$ cat src/rtl/core_bus_arbiter.sv
// Purpose : merges the core's ibus fetch and dbus load/store streams onto one
//           shared memory port, one outstanding transaction at a time.
// Latency : grant in IDLE, m_valid the next cycle; 2 cycles minimum per
//           transaction, 3 typical; responses are combinational from m_*_ok.
// Backpressure: m_addr_ok stalls the address phase and m_data_ok the data
//           phase; a core request is simply left pending until it is granted.
//
// Ports:
//   clk, resetn                   clock, asynchronous active-low reset
//   ireq_* / iresp_*              fetch request in, fetch response out
//   dreq_* / dresp_*              data request in, data response out
//   m_valid/m_addr/m_strobe/m_wdata   shared-port request out (registered)
//   m_addr_ok/m_data_ok/m_rdata       shared-port handshake and read data in

module core_bus_arbiter #(
   parameter int STARVE_LIMIT = 4
) (
   input  logic        clk,
   input  logic        resetn,
   // fetch bus
   input  logic        ireq_valid,
   input  logic [31:0] ireq_addr,
   output logic        iresp_addr_ok,
   output logic        iresp_data_ok,
   output logic [31:0] iresp_data,
   // data bus
   input  logic        dreq_valid,
   input  logic [31:0] dreq_addr,
   input  logic [3:0]  dreq_strobe,
   input  logic [31:0] dreq_data,
   output logic        dresp_addr_ok,
   output logic        dresp_data_ok,
   output logic [31:0] dresp_data,
   // shared memory port
   output logic        m_valid,
   output logic [31:0] m_addr,
   output logic [3:0]  m_strobe,
   output logic [31:0] m_wdata,
   input  logic        m_addr_ok,
   input  logic        m_data_ok,
   input  logic [31:0] m_rdata
);

   localparam int CW = (STARVE_LIMIT < 1) ? 1 : $clog2(STARVE_LIMIT + 1);
   localparam logic [CW-1:0] LIMIT   = CW'(STARVE_LIMIT);
   localparam logic [CW-1:0] CNT_ONE = CW'(1);

   typedef enum logic [2:0] {
      IDLE   = 3'd0,
      I_ADDR = 3'd1,
      I_DATA = 3'd2,
      D_ADDR = 3'd3,
      D_DATA = 3'd4
   } state_t;

   state_t        r_state;
   state_t        w_state_nxt;
   logic [CW-1:0] r_starve_cnt;
   logic [31:0]   r_addr;
   logic [3:0]    r_strobe;
   logic [31:0]   r_wdata;
   logic          w_grant_d;
   logic          w_grant_i;

   // Data wins unless a fetch is waiting and has already been passed over
   // STARVE_LIMIT times in a row.
   always_comb begin
      w_grant_d = 1'b0;
      w_grant_i = 1'b0;
      if (r_state == IDLE) begin
         if (dreq_valid && (!ireq_valid || (r_starve_cnt < LIMIT))) begin
            w_grant_d = 1'b1;
         end else if (ireq_valid) begin
            w_grant_i = 1'b1;
         end
      end
   end

   // State register
   always_ff @(posedge clk or negedge resetn) begin
      if (!resetn) begin
         r_state <= IDLE;
      end else begin
         r_state <= w_state_nxt;
      end
   end

   // Next-state logic. A data_ok alongside addr_ok in the address phase
   // finishes the transaction outright; a data_ok without addr_ok there is
   // not meaningful and is dropped.
   always_comb begin
      w_state_nxt = r_state;
      case (r_state)
         IDLE: begin
            if (w_grant_d) begin
               w_state_nxt = D_ADDR;
            end else if (w_grant_i) begin
               w_state_nxt = I_ADDR;
            end
         end
         I_ADDR: begin
            if (m_addr_ok) begin
               w_state_nxt = m_data_ok ? IDLE : I_DATA;
            end
         end
         I_DATA: begin
            if (m_data_ok) begin
               w_state_nxt = IDLE;
            end
         end
         D_ADDR: begin
            if (m_addr_ok) begin
               w_state_nxt = m_data_ok ? IDLE : D_DATA;
            end
         end
         D_DATA: begin
            if (m_data_ok) begin
               w_state_nxt = IDLE;
            end
         end
         default: w_state_nxt = IDLE;
      endcase
   end

   // Output logic: m_* comes only from state and the request registers so
   // the memory side never sees core inputs change under it.
   always_comb begin
      m_valid       = (r_state == I_ADDR) || (r_state == D_ADDR);
      m_addr        = r_addr;
      m_strobe      = r_strobe;
      m_wdata       = r_wdata;
      iresp_addr_ok = 1'b0;
      iresp_data_ok = 1'b0;
      iresp_data    = 32'h0;
      dresp_addr_ok = 1'b0;
      dresp_data_ok = 1'b0;
      dresp_data    = 32'h0;
      case (r_state)
         I_ADDR: begin
            iresp_addr_ok = m_addr_ok;
            iresp_data_ok = m_addr_ok && m_data_ok;
         end
         I_DATA: iresp_data_ok = m_data_ok;
         D_ADDR: begin
            dresp_addr_ok = m_addr_ok;
            dresp_data_ok = m_addr_ok && m_data_ok;
         end
         D_DATA: dresp_data_ok = m_data_ok;
         default: ;
      endcase
      if (iresp_data_ok) begin
         iresp_data = m_rdata;
      end
      if (dresp_data_ok) begin
         dresp_data = m_rdata;
      end
   end

   // Request registers and starvation counter, updated only on a grant.
   // The counter only tracks D grants that actually made a fetch wait.
   always_ff @(posedge clk or negedge resetn) begin
      if (!resetn) begin
         r_addr       <= 32'h0;
         r_strobe     <= 4'h0;
         r_wdata      <= 32'h0;
         r_starve_cnt <= '0;
      end else if (w_grant_d) begin
         r_addr   <= dreq_addr;
         r_strobe <= dreq_strobe;
         r_wdata  <= dreq_data;
         if (ireq_valid && (r_starve_cnt < LIMIT)) begin
            r_starve_cnt <= r_starve_cnt + CNT_ONE;
         end
      end else if (w_grant_i) begin
         r_addr       <= ireq_addr;
         r_strobe     <= 4'h0;
         r_wdata      <= 32'h0;
         r_starve_cnt <= '0;
      end
   end

endmodule

$ cat config.mk
export PLATFORM = sky130hd
export DESIGN_NAME = core_bus_arbiter
export DESIGN_NICKNAME = d
export VERILOG_FILES = /design/src/rtl/core_bus_arbiter.sv
export SDC_FILE = /design/constraint.sdc
export NUM_CORES = 1
export LEC_CHECK = 0
export ABC_AREA = 1
export CAP_MARGIN = 15
export CORE_MARGIN = 3
export CORE_UTILIZATION = 38
export DETAILED_ROUTE_END_ITERATION = 7
export PLACE_DENSITY = 0.93
export SETUP_SLACK_MARGIN = 0.5
export SLEW_MARGIN = 0
export SYNTH_ARGS = -nofsm -noshare
export SYNTH_HDL_FRONTEND = slang
export SYNTH_SLANG_ARGS = --single-unit
$ cat constraint.sdc
create_clock -name clk -period 2.7 [get_ports clk]
set_input_delay 0.54 -clock clk [delete_from_list [all_inputs] [get_ports clk]]
set_output_delay 0.54 -clock clk [all_outputs]
set_load 0.02 [all_outputs]
==> results of run 1 <==
## power groups by stage
stage | registers (mW) | logic (mW) | clock network, mW
after floorplan | 2.58 | 1.54 | 0
after global placement | 1.95 | 3.97 | 0
after detailed placement | 1.98 | 4.04 | 0
after CTS | 1.97 | 4.50 | 0.997
after global routing | 2.04 | 4.96 | 1.05
final | 1.98 | 4.63 | 0.977
## state kept, by name, summed over array words and instances (netlist names)
signal / flops
m_addr: 32
m_wdata: 32
m_strobe: 4
r_starve_cnt: 3
r_state: 3
## repair_timing
| item | 4_1_cts | 5_1_grt |
|---|---|---|
| setup buffers | 19 | 5 |
| pin swaps | 2 | 4 |
| setup endpoints to repair | 69 | 66 |
| cloned | 3 | 0 |
| hold endpoints to repair | 0 | 0 |
| gates resized for setup | 368 | 87 |
## cells by family (layout without fill, tap and decap cells)
| group | Yosys count | count (layout) |
|---|---|---|
| fa+ha+maj | 1 | 1 |
| compound gates | 29 | 29 |
| flops | 74 | 74 |
| buf+inv | 95 | 396 |
| simple gates | 347 | 347 |
| other cells | 0 | 3 |
## cells in the mapped netlist
cell type / number
nor2_2: 1
nor2_1: 97
nand3_1: 10
inv_2: 4
inv_1: 65
ha_1: 1
nor2_4: 2
buf_6: 5
nand3_2: 1
buf_2: 18
o21ai_1: 21
nor3_1: 2
buf_4: 3
o21ai_0: 6
nand2_1: 227
o31ai_2: 1
nand2_2: 3
nand4_1: 4
dfrtp_1: 74
a21oi_1: 1
## worst reg2reg max path, stage by stage, from the launching register on
cell and delay [ps]:
dfrtp_2 430, inv_2 90, buf_6 110, buf_4 110, buf_4 100, nand3_2 80
nor2_2 170, buf_4 420, nand2_1 140, nand3_1 120
## metal layers
metal  vias to the layer above  global-route usage, %
li1                       2208                      -
met1                      2090                  28.31
met2                       209                  49.09
met3                        37                  7.468
met4                         0                  12.40
met5                         -                      0
## area by class of cell
type,instances,area share [%]
diodes,3,0.1006
clock buffers,9,1.659
clock inverters,7,1.358
inverters,69,3.671
multi-input cells,377,24.24
flip-flops and latches,74,24.84
well taps,129,2.162
repair buffers,311,41.97
## how the worst min path moves through the flow
| stage | start | to | slack (ps) | cells after the start |
|---|---|---|---|---|
| 2_1_floorplan | resetn | m_addr[0] | 240 | 0 |
| 3_3_place_gp | m_wdata[9] | m_wdata[9] | 450 | 2 |
| 3_5_place_dp | m_wdata[21] | m_wdata[21] | 460 | 2 |
| 4_1_cts | resetn | m_wdata[0] | 150 | 1 |
| 5_1_grt | resetn | m_wdata[0] | 160 | 1 |
| 6_report | resetn | m_wdata[0] | 150 | 1 |
## through the flow
step / hold WS (ps) / area (µm²) / power, mW
floorplan: 244.4 / 3806 / 4.120
global placement: 452.9 / 6664 / 5.920
detailed placement: 457.7 / 6664 / 6.012
CTS: 150.7 / 7450 / 7.464
global route: 164.1 / 7465 / 8.054
finish: 151.0 / 7465 / 7.586
## layout by cell type, fill, tap and decap left out, types with 2 or more instances in the layout
cell,synthesis,final
dfrtp_2,0,2
o21ai_0,6,6
nor2_1,97,56
nand2_1,227,224
buf_4,3,56
nor3_1,2,2
clkdlybuf4s50_1,0,202
dlygate4sd2_1,0,5
nand4_1,4,4
clkbuf_8,0,9
dfrtp_1,74,72
nand3_1,10,9
inv_2,4,3
buf_16,0,3
buf_6,5,34
nand3_2,1,2
nor2_4,2,35
inv_8,0,3
inv_1,65,64
bufinv_16,0,2
nor2_2,1,9
o21ai_1,21,21
buf_12,0,8
diode_2,0,3
nand2_2,3,5
==> flow_summary_export.csv, run 1 <==
group,metric,value,unit
synthesis,muxShareOfSynthArea,0,%
pwr,clkPwrFrac,12.9,%
flow_run,maxCapViolCount,0,
global_route,grt_max_degree,57,
pwr,power.density,1016,mW/mm²
setup_path,start_kind,"flip-flop",
global_route,grt_overflow,0,
placement,pre_cts_slack,-137.9,ps
route,met1Wirelength,5.481,mm
global_route,antenna_found_initial,3,
synthesis,synth_fp_nets,685,
timing,slew_viol_final,0,
synthesis,synthTopCellsByArea,"dfrtp_1 49%, nand2_1 22%, nor2_1 9.6%",
route,drt_wl_total,15.63,mm
route,route.met3.wl,1.259,mm
pwr,seq_power_share,26.0,%
synthesis,ys_ff_latch,74,
timing,grt_setup_unrepaired,"true",
timing,worst_slack,256.1,ps
timing,setup_tns,0,ps
placement,place_hpwl,10.31,mm
timing,skew,8.516,ps
floorplan,row_count,35,
floorplan,die_h,106.0,µm
setup_path,cp_num_buf_inv,6,
synthesis,synth.distinct_cells,20,
setup_path,r2r_end,"m_addr[29]",
timing,worst_slew_pin_slew,508.3,ps
clock_tree,cts_hold_buf,0,
clock_tree,clkLatencyLatePin,340,ps
setup_path,ff2ff_path_depth,9,
placement,numPortBuffers,274,
clock_tree,cts_tree,"done",
global_route,grt_pass1_vias,4515,
layout,n_fill_cell,622,
route,dr.pass1.iters,4,
synthesis,ys_warn_count,0,
outcome,outcome,"completed",
route,final_antenna_net_count,0,
pwr,p_switching,3.297,mW
clock_tree,numCtsBuffers,9,
route,wire_per_inst,15.97,µm
layout,nNetsFinal,981,
synthesis,synthCells,546,
synthesis,synth.top_cell.area_share,48.68,%
layout,seqCellArea,0.001854,mm²
setup_path,arrival,1900,ps
route,viasPerCell,4.641,
floorplan,design.die.area,0.01125,mm²
clock_tree,clockBufferDepth,2,
setup_path,path_depth,9,
clock_tree,clock-sinks,74,
setup_path,crit_top_cell,"buf_6",
floorplan,io_pins,275,
floorplan,die-width,106.0,µm
setup_path,max_stage_delay,430,ps
clock_tree,clockRootBuffer,"clkbuf_8",
setup_path,critPathLaunch,"r_state[2]",
placement,dpl.cell_count,933,
pwr,comb_power_share,61.1,%
setup_path,rr_startpoint,"r_state[2]",
setup_path,path_class,"reg2out",
route,route.detailed.drc,0,
clock_tree,clk_pin_slew,90,ps
synthesis,syn_area,0.003804,mm²
floorplan,start_util,40.03,%
layout,instances_no_fill,979,
timing,clock.fmax,409.2,MHz
timing,post-route-period-util,90.51,%
pwr,p_leak,3.766,nW
synthesis,synth_top_family_by_area,"simple AND/OR/NAND/NOR gates",
synthesis,syn_avg_cell_area,6.966,µm²
synthesis,synth-simple-area-share,35.72,%
setup_path,slowest_stage,"dfrtp_2",
layout,drive_above_1_share,21.25,%
synthesis,synthXorXnorAreaFrac,0,%
timing,setup_viol,0,
worst_hold_path,holdCritPathClass,"in2async",
setup_path,path_cells,"inv_2 > buf_6 > nand4_1 > nand2_4 > inv_8 > buf_12 > buf_4 > nor2_2 > buf_6",
setup_path,cp_top_family,"buffers and inverters",
timing,finalHoldViolations,0,
setup_path,worst-endpoint-required,2160,ps
layout,finish.utilization,78.55,%
setup_path,critPathMaxFanout,6,
global_route,track_usage,26.77,%
placement,gp_congestion,0.8163,
route,drtIter0Drc,322,
floorplan,coreArea,0.009503,mm²
route,vias,4544,
timing,finalCriticalPeriod,2444,ps
setup_path,endpoint_kind,"output pin",
setup_path,reg2reg_slack,860,ps
route,highest_layer,"met4",
timing,relSlewSlack,66.00,%
synthesis,synth_top_area_cell,"dfrtp_1",
pwr,intPower,4.289,mW
layout,syn_to_final_growth,96.25,%
setup_path,cp-endpoint,"iresp_data[25]",
global_route,grt_pass1_wl,23.78,mm
route,met2_wirelength,8.334,mm
synthesis,synth_compound_area_share,4.013,%
pwr,irDropWorstVdd,0.6295,mV
pwr,swShare,43.46,%
synthesis,ys_seq_area_share,48.68,%
synthesis,synth_adder_area_share,0.3289,%
layout,multi_input_comb_area,0.001809,mm²
clock_tree,ctsHtreeMaxLevel,3,
(Power assumes the default switching activity.)
==> run 2, diff against run 1 <==
Settings changed: CORE_AREA set to 3 3 106 108, CORE_MARGIN 3 to unset, CORE_UTILIZATION 38 to unset, CTS_BUF_LIST set to sky130_fd_sc_hd__clkbuf_2 sky130_fd_sc_hd__clkbuf_4 sky130_fd_sc_hd__clkbuf_8, CTS_CLUSTER_DIAMETER set to 150, DIE_AREA set to 0 0 109 111, PLACE_DENSITY 0.93 to 0.9, SLEW_MARGIN 0 to 30.
==> run 2 against run 1 <==
Clock power about the same. Critical path depth down 2. Sequential cell count unchanged. Sequential power about the same. Clock-buffer cell count up 1. Final area down 2.0%. Power down 2.5%. Clock skew up 8.2 ps. Largest cell class unchanged.
==> flow_summary_export.csv, run 2 (synthesized netlist as in run 1, its figures left out) <==
group,metric,value,unit
floorplan,design.die.area,0.01210,mm²
timing,post-route-period-util,85.54,%
placement,numPortBuffers,274,
layout,syn_to_final_growth,92.30,%
global_route,grt_max_degree,54,
floorplan,row_count,37,
pwr,p_switching,3.213,mW
global_route,antenna_found_initial,0,
global_route,grt_pass1_vias,4189,
floorplan,die_h,111,µm
timing,worst_slack,390.3,ps
setup_path,reg2reg_slack,930,ps
route,final_antenna_net_count,0,
timing,relSlewSlack,65.33,%
pwr,power.density,1011,mW/mm²
placement,gp_congestion,0.8411,
setup_path,path_class,"reg2out",
clock_tree,clockBufferDepth,2,
timing,slew_viol_final,0,
clock_tree,clk_pin_slew,100,ps
timing,skew,16.75,ps
setup_path,r2r_end,"m_addr[0]",
floorplan,coreArea,0.01032,mm²
pwr,intPower,4.181,mW
route,vias,4338,
pwr,clkPwrFrac,13.6,%
timing,finalHoldViolations,0,
timing,clock.fmax,433.0,MHz
layout,nNetsFinal,969,
layout,final_common_cell,"nand2_1",
pwr,seq_power_share,26.4,%
floorplan,io_pins,275,
floorplan,start_util,36.84,%
timing,setup_viol,0,
timing,finalCriticalPeriod,2310,ps
timing,fin_hold_ws,159.2,ps
route,route.detailed.drc,0,
route,viasPerCell,4.468,
outcome,outcome,"completed",
placement,pre_cts_slack,-175.4,ps
setup_path,start_kind,"flip-flop",
setup_path,critPathMaxFanout,32,
flow_run,maxCapViolCount,0,
pwr,swShare,43.45,%
clock_tree,numCtsBuffers,9,
clock_tree,clock-sinks,74,
floorplan,die-width,109,µm
global_route,grt_pass1_wl,20.89,mm
layout,diodes,0,
pwr,p_leak,3.707,nW
setup_path,endpoint_kind,"output pin",
setup_path,arrival,1770,ps
timing,setup_tns,0,ps
worst_hold_path,holdCritPathClass,"in2async",
layout,most-common-layout-cells,"224 x nand2_1, 202 x clkdlybuf4s50_1, 73 x dfrtp_1",
layout,drive_above_1_share,19.88,%
clock_tree,clkLatencyLatePin,340,ps
setup_path,ff2ff_path_depth,7,
route,wire_per_inst,14.76,µm
pwr,comb_power_share,60.0,%
clock_tree,clockRootBuffer,"clkbuf_8",
timing,worst_slew_pin_slew,518.3,ps
placement,place_hpwl,10.08,mm
setup_path,worst-endpoint-required,2160,ps
timing,grt_setup_unrepaired,"true",
route,drt_wl_total,14.33,mm
global_route,grt_overflow,0,
pwr,irDropWorstVdd,0.5700,mV
setup_path,rr_startpoint,"r_state[0]",
clock_tree,ctsHtreeMaxLevel,3,
route,dr.pass1.iters,4,
route,drtIter0Drc,209,
global_route,track_usage,21.75,%
clock_tree,cts_tree,"done",
[run 2: changes by cell type in the layout (fill, tap and decap cells not counted), moves of 2 or more]
| cell | change |
|---|---|
| buf_12 | -5 |
| buf_4 | -5 |
| diode_2 | -3 |
| nor2_4 | -2 |
[run 2: how the worst max path moves through the flow]
stage,startpoint,end,slack [ps],depth (start not counted)
floorplan,r_state[2],dresp_data[10],580,6
global placement,m_data_ok,iresp_data[16],-120,7
detailed placement,m_data_ok,iresp_data[16],-180,7
CTS,r_state[2],iresp_data[3],370,9
global route,r_state[0],iresp_data[20],290,8
finish,r_state[2],dresp_data[30],390,7
[run 2: area by class of cell]
type	count	area, µm²
clock buffers	10	137.6
clock inverters	6	97.59
fillers	765	3009
inverters	69	274.0
multi-input cells	377	1802
flip-flops and latches	74	1853
well taps	136	170.2
repair buffers	299	2980
[run 2: metrics by stage]
step / instances / area (µm²) / power [mW] / util, %
floorplan: 546 / 3806 / 4.120 / -
global placement: 941 / 6668 / 5.920 / 64.59
detailed placement: 941 / 6668 / 6.014 / 64.59
CTS: 965 / 6835 / 7.166 / 66.21
global route: 971 / 7315 / 7.877 / 70.85
finish: 971 / 7315 / 7.394 / 70.85
[run 2: repair_timing]
| item | CTS | global route |
|---|---|---|
| gates resized for setup | 321 | 133 |
| hold buffers | 0 | 0 |
| pin swaps | 1 | 4 |
| setup buffers | 6 | 5 |
| gates cloned | 2 | 1 |
| setup endpoints to repair | 69 | 67 |
[run 2: power by group through the flow]
stage	combinational (mW)	clock, mW	sequential (mW)
after floorplan	1.54	0	2.58
after CTS	4.18	1.04	1.95
after global routing	4.77	1.09	2.02
final	4.44	1.00	1.95
after global placement	3.98	0	1.94
after detailed placement	4.05	0	1.97
[run 2: worst max-delay path: stages, from the launching register on]
cell	delay (ps)
dfrtp_2	430
buf_4	140
nor2_4	120
nand4_1	140
nand2_2	170
inv_8	100
nor2_1	140
buf_4	170
[run 2: metal layers]
metal	vias up	global-route usage [%]	share of wire [%]
met4	0	6.902	2.1
met5	-	0	0
met2	168	40.70	55
met1	1976	22.40	35
li1	2178	-	-
met3	16	6.872	8.4
==> run 3, diff against run 2 <==
Settings changed: ABC_AREA 1 to 0, CORE_AREA 3 3 106 108 to 2 2 106 108, DIE_AREA 0 0 109 111 to 0 0 108 110, PLACE_DENSITY 0.9 to 0.88.
==> run 3 against run 2 <==
Register-to-register slack worse by 440 ps. Wire length grew 22%. Final cell count is 16% lower. Sequential share of layout area shrank 0.84 points. Critical path type unchanged. Largest cell class unchanged.
==> flow_summary_export.csv, run 3 <==
group,metric,value,unit
setup_path,path_cells,"nand3b_1 > a21oi_4 > buf_6 > buf_6 > buf_4 > and2_4 > buf_6",
pwr,p_leak,3.282,nW
synthesis,synth.top_cell.area_share,49.22,%
pwr,comb_power_share,61.5,%
setup_path,cp_top_family,"buffers and inverters",
pwr,swShare,40.84,%
synthesis,synthCells,373,
synthesis,synth_most_common_cell,"dfrtp_1",
clock_tree,clkLatencyLatePin,350,ps
floorplan,design.die.area,0.01188,mm²
timing,slew_viol_final,0,
layout,finish.utilization,70.76,%
floorplan,die_h,110,µm
route,wire_per_inst,21.34,µm
placement,place_hpwl,10.86,mm
setup_path,start_kind,"flip-flop",
synthesis,ys_ff_latch,74,
timing,setup_viol,0,
floorplan,coreArea,0.01070,mm²
setup_path,critPathMaxFanout,6,
synthesis,syn_avg_cell_area,10.09,µm²
route,drtIter0Drc,462,
synthesis,ys_warn_count,0,
outcome,outcome,"completed",
pwr,clkPwrFrac,12.9,%
global_route,track_usage,27.11,%
timing,worst_slew_pin_slew,715.4,ps
setup_path,slowest_stage,"dfrtp_2",
route,viasPerCell,5.424,
setup_path,cp_num_buf_inv,4,
layout,syn_to_final_growth,101.2,%
pwr,power.density,987.1,mW/mm²
timing,relSlewSlack,52.30,%
synthesis,syn_area,0.003762,mm²
setup_path,path_class,"reg2out",
layout,nNetsFinal,813,
global_route,antenna_found_initial,0,
pwr,p_switching,3.051,mW
clock_tree,cts_hold_buf,0,
clock_tree,cts_tree,"done",
placement,dpl_cell_area,0.006623,mm²
floorplan,die-width,108,µm
route,drt_wl_total,17.48,mm
synthesis,synthTopCellsByArea,"dfrtp_1 49%, and2_1 11%, a22o_1 8.4%",
timing,finalCriticalPeriod,2494,ps
clock_tree,clk_pin_slew,80,ps
worst_hold_path,holdCritPathClass,"in2async",
floorplan,start_util,35.17,%
clock_tree,clockRootBuffer,"clkbuf_8",
synthesis,synth_top_area_cell,"dfrtp_1",
layout,stdcell_area,0.007570,mm²
clock_tree,numCtsBuffers,9,
setup_path,ff2ff_path_depth,6,
setup_path,endpoint_kind,"output pin",
clock_tree,clock-sinks,74,
route,dr.pass1.iters,4,
layout,n_fill_cell,725,
layout,most-common-layout-cells,"202 x clkdlybuf4s50_1, 81 x buf_6, 72 x dfrtp_1",
setup_path,crit_top_cell,"buf_6",
setup_path,reg2reg_slack,490,ps
global_route,grt_pass1_wl,24.63,mm
timing,clock.fmax,401.0,MHz
route,final_antenna_net_count,0,
synthesis,synth_common_cells,"74 x dfrtp_1, 64 x and2_1, 36 x a22o_1",
timing,post-route-period-util,92.36,%
setup_path,arrival,1950,ps
layout,diodes,0,
global_route,grt_pass1_vias,4675,
synthesis,synth-async-reset-ratio,100.0,%
layout,drive_above_1_share,31.08,%
pwr,intPower,4.421,mW
floorplan,io_pins,275,
global_route,grt_max_degree,75,
synthesis,synth_fp_nets,512,
setup_path,worst-endpoint-required,2160,ps
timing,grt_setup_unrepaired,"true",
synthesis,synth_edf_count,0,
clock_tree,clockBufferDepth,2,
clock_tree,ctsHtreeMaxLevel,3,
placement,gp_congestion,0.8322,
pwr,irDropWorstVdd,0.4996,mV
setup_path,max_stage_delay,450,ps
floorplan,row_count,38,
global_route,grt_overflow,0,
layout,final_common_cell,"clkdlybuf4s50_1",
pwr,seq_power_share,25.5,%
route,vias,4442,
flow_run,maxCapViolCount,0,
synthesis,synth.distinct_cells,40,
timing,finalHoldViolations,0,
setup_path,rr_startpoint,"r_state[1]",
placement,numPortBuffers,274,
setup_path,r2r_end,"m_addr[15]",
timing,skew,6.741,ps
synthesis,ys_seq_area_share,49.22,%
synthesis,ys.flop_type,"dfrtp_1",
route,route.detailed.drc,0,
==> run 3: cell types whose count changed after synthesis, moves of 29 or more <==
cell / previous run / this run
a31oi_1: 0 / 29
inv_1: 65 / 3
and2_1: 0 / 64
nand2_1: 227 / 1
a22o_1: 0 / 36
nor2_1: 97 / 3
==> run 3: cell families after synthesis <==
| family | count (synthesis) | share of synthesized area [%] |
|---|---|---|
| adder cells (fa/ha/maj) | 1 | 0.3325 |
| buffers and inverters | 41 | 6.052 |
| AO/OA/AOI/OAI | 138 | 24.48 |
| flip-flops | 74 | 49.22 |
| AND/OR/NAND/NOR | 119 | 19.92 |
==> run 3: timing repair <==
item | in CTS | in global routing
buffers inserted | 20 | 6
endpoints found under the setup margin | 69 | 109
pin swaps | 17 | 6
resized for setup | 435 | 55
cloned | 8 | 2
endpoints found under the hold margin | 0 | 0
==> run 3: worst register-to-register path: cells and delay by family (launching register included) <==
kind,cells,cell delay [ps]
and+or+nand+nor,1,650
buffers and inverters,3,640
DFF,1,450
AOI/OAI and AO/OA,2,330
==> run 3: worst max path at each step <==
stage                     from        endpoint  slack [ps]  cells past startpoint
floorplan            m_addr_ok  dresp_data[22]         610                      4
global placement     m_data_ok  iresp_data[31]        -160                      6
detailed placement   m_addr_ok   dresp_data[7]        -200                      6
CTS                 r_state[1]  iresp_data[30]         290                      7
global route        r_state[1]  iresp_data[10]         150                      7
finish              r_state[1]  iresp_data[10]         210                      7
==> run 3: metal layers <==
layer	routed length, µm	part of all wire, %	vias to the layer above	track usage (%)
met3	1328	7.6	44	5.350
met1	6238	36	2189	29.97
met5	0	0	-	0
met2	9234	53	231	49.51
met4	677	3.9	0	13.92
li1	-	-	1978	-
==> run 3: cell type report <==
type	count	area [µm²]	area share [%]
clock inverter	6	90.09	1.190
inverter	3	11.26	0.1488
clock buffer	10	137.6	1.818
sequential	74	1854	24.50
tap	140	175.2	2.314
multi-input combinational	260	1886	24.91
timing repair buffer	326	3416	45.12
==> run 3: power groups by stage <==
stage               Sequential, mW  Clock, mW  Combinational (mW)
floorplan                     2.43          0                1.64
global placement              1.88          0                3.84
detailed placement            1.91          0                3.94
CTS                           1.90      0.988                4.32
global route                  1.96       1.03                4.86
finish                        1.91      0.966                4.60
==> run 3: through the flow <==
stage | worst slack (ps) | hold WS (ps) | total power [mW] | setup TNS [ps] | std cells
final | 206.4 | 166.3 | 7.472 | 0 | 819
after CTS | 285.6 | 344.6 | 7.202 | 0 | 811
after global placement | -156.7 | 477.7 | 5.724 | -7818 | 767
after floorplan | 607.0 | 244.4 | 4.069 | 0 | 373
after detailed placement | -197.5 | 481.6 | 5.852 | -10280 | 767
after global routing | 149.5 | 256.0 | 7.850 | 0 | 819
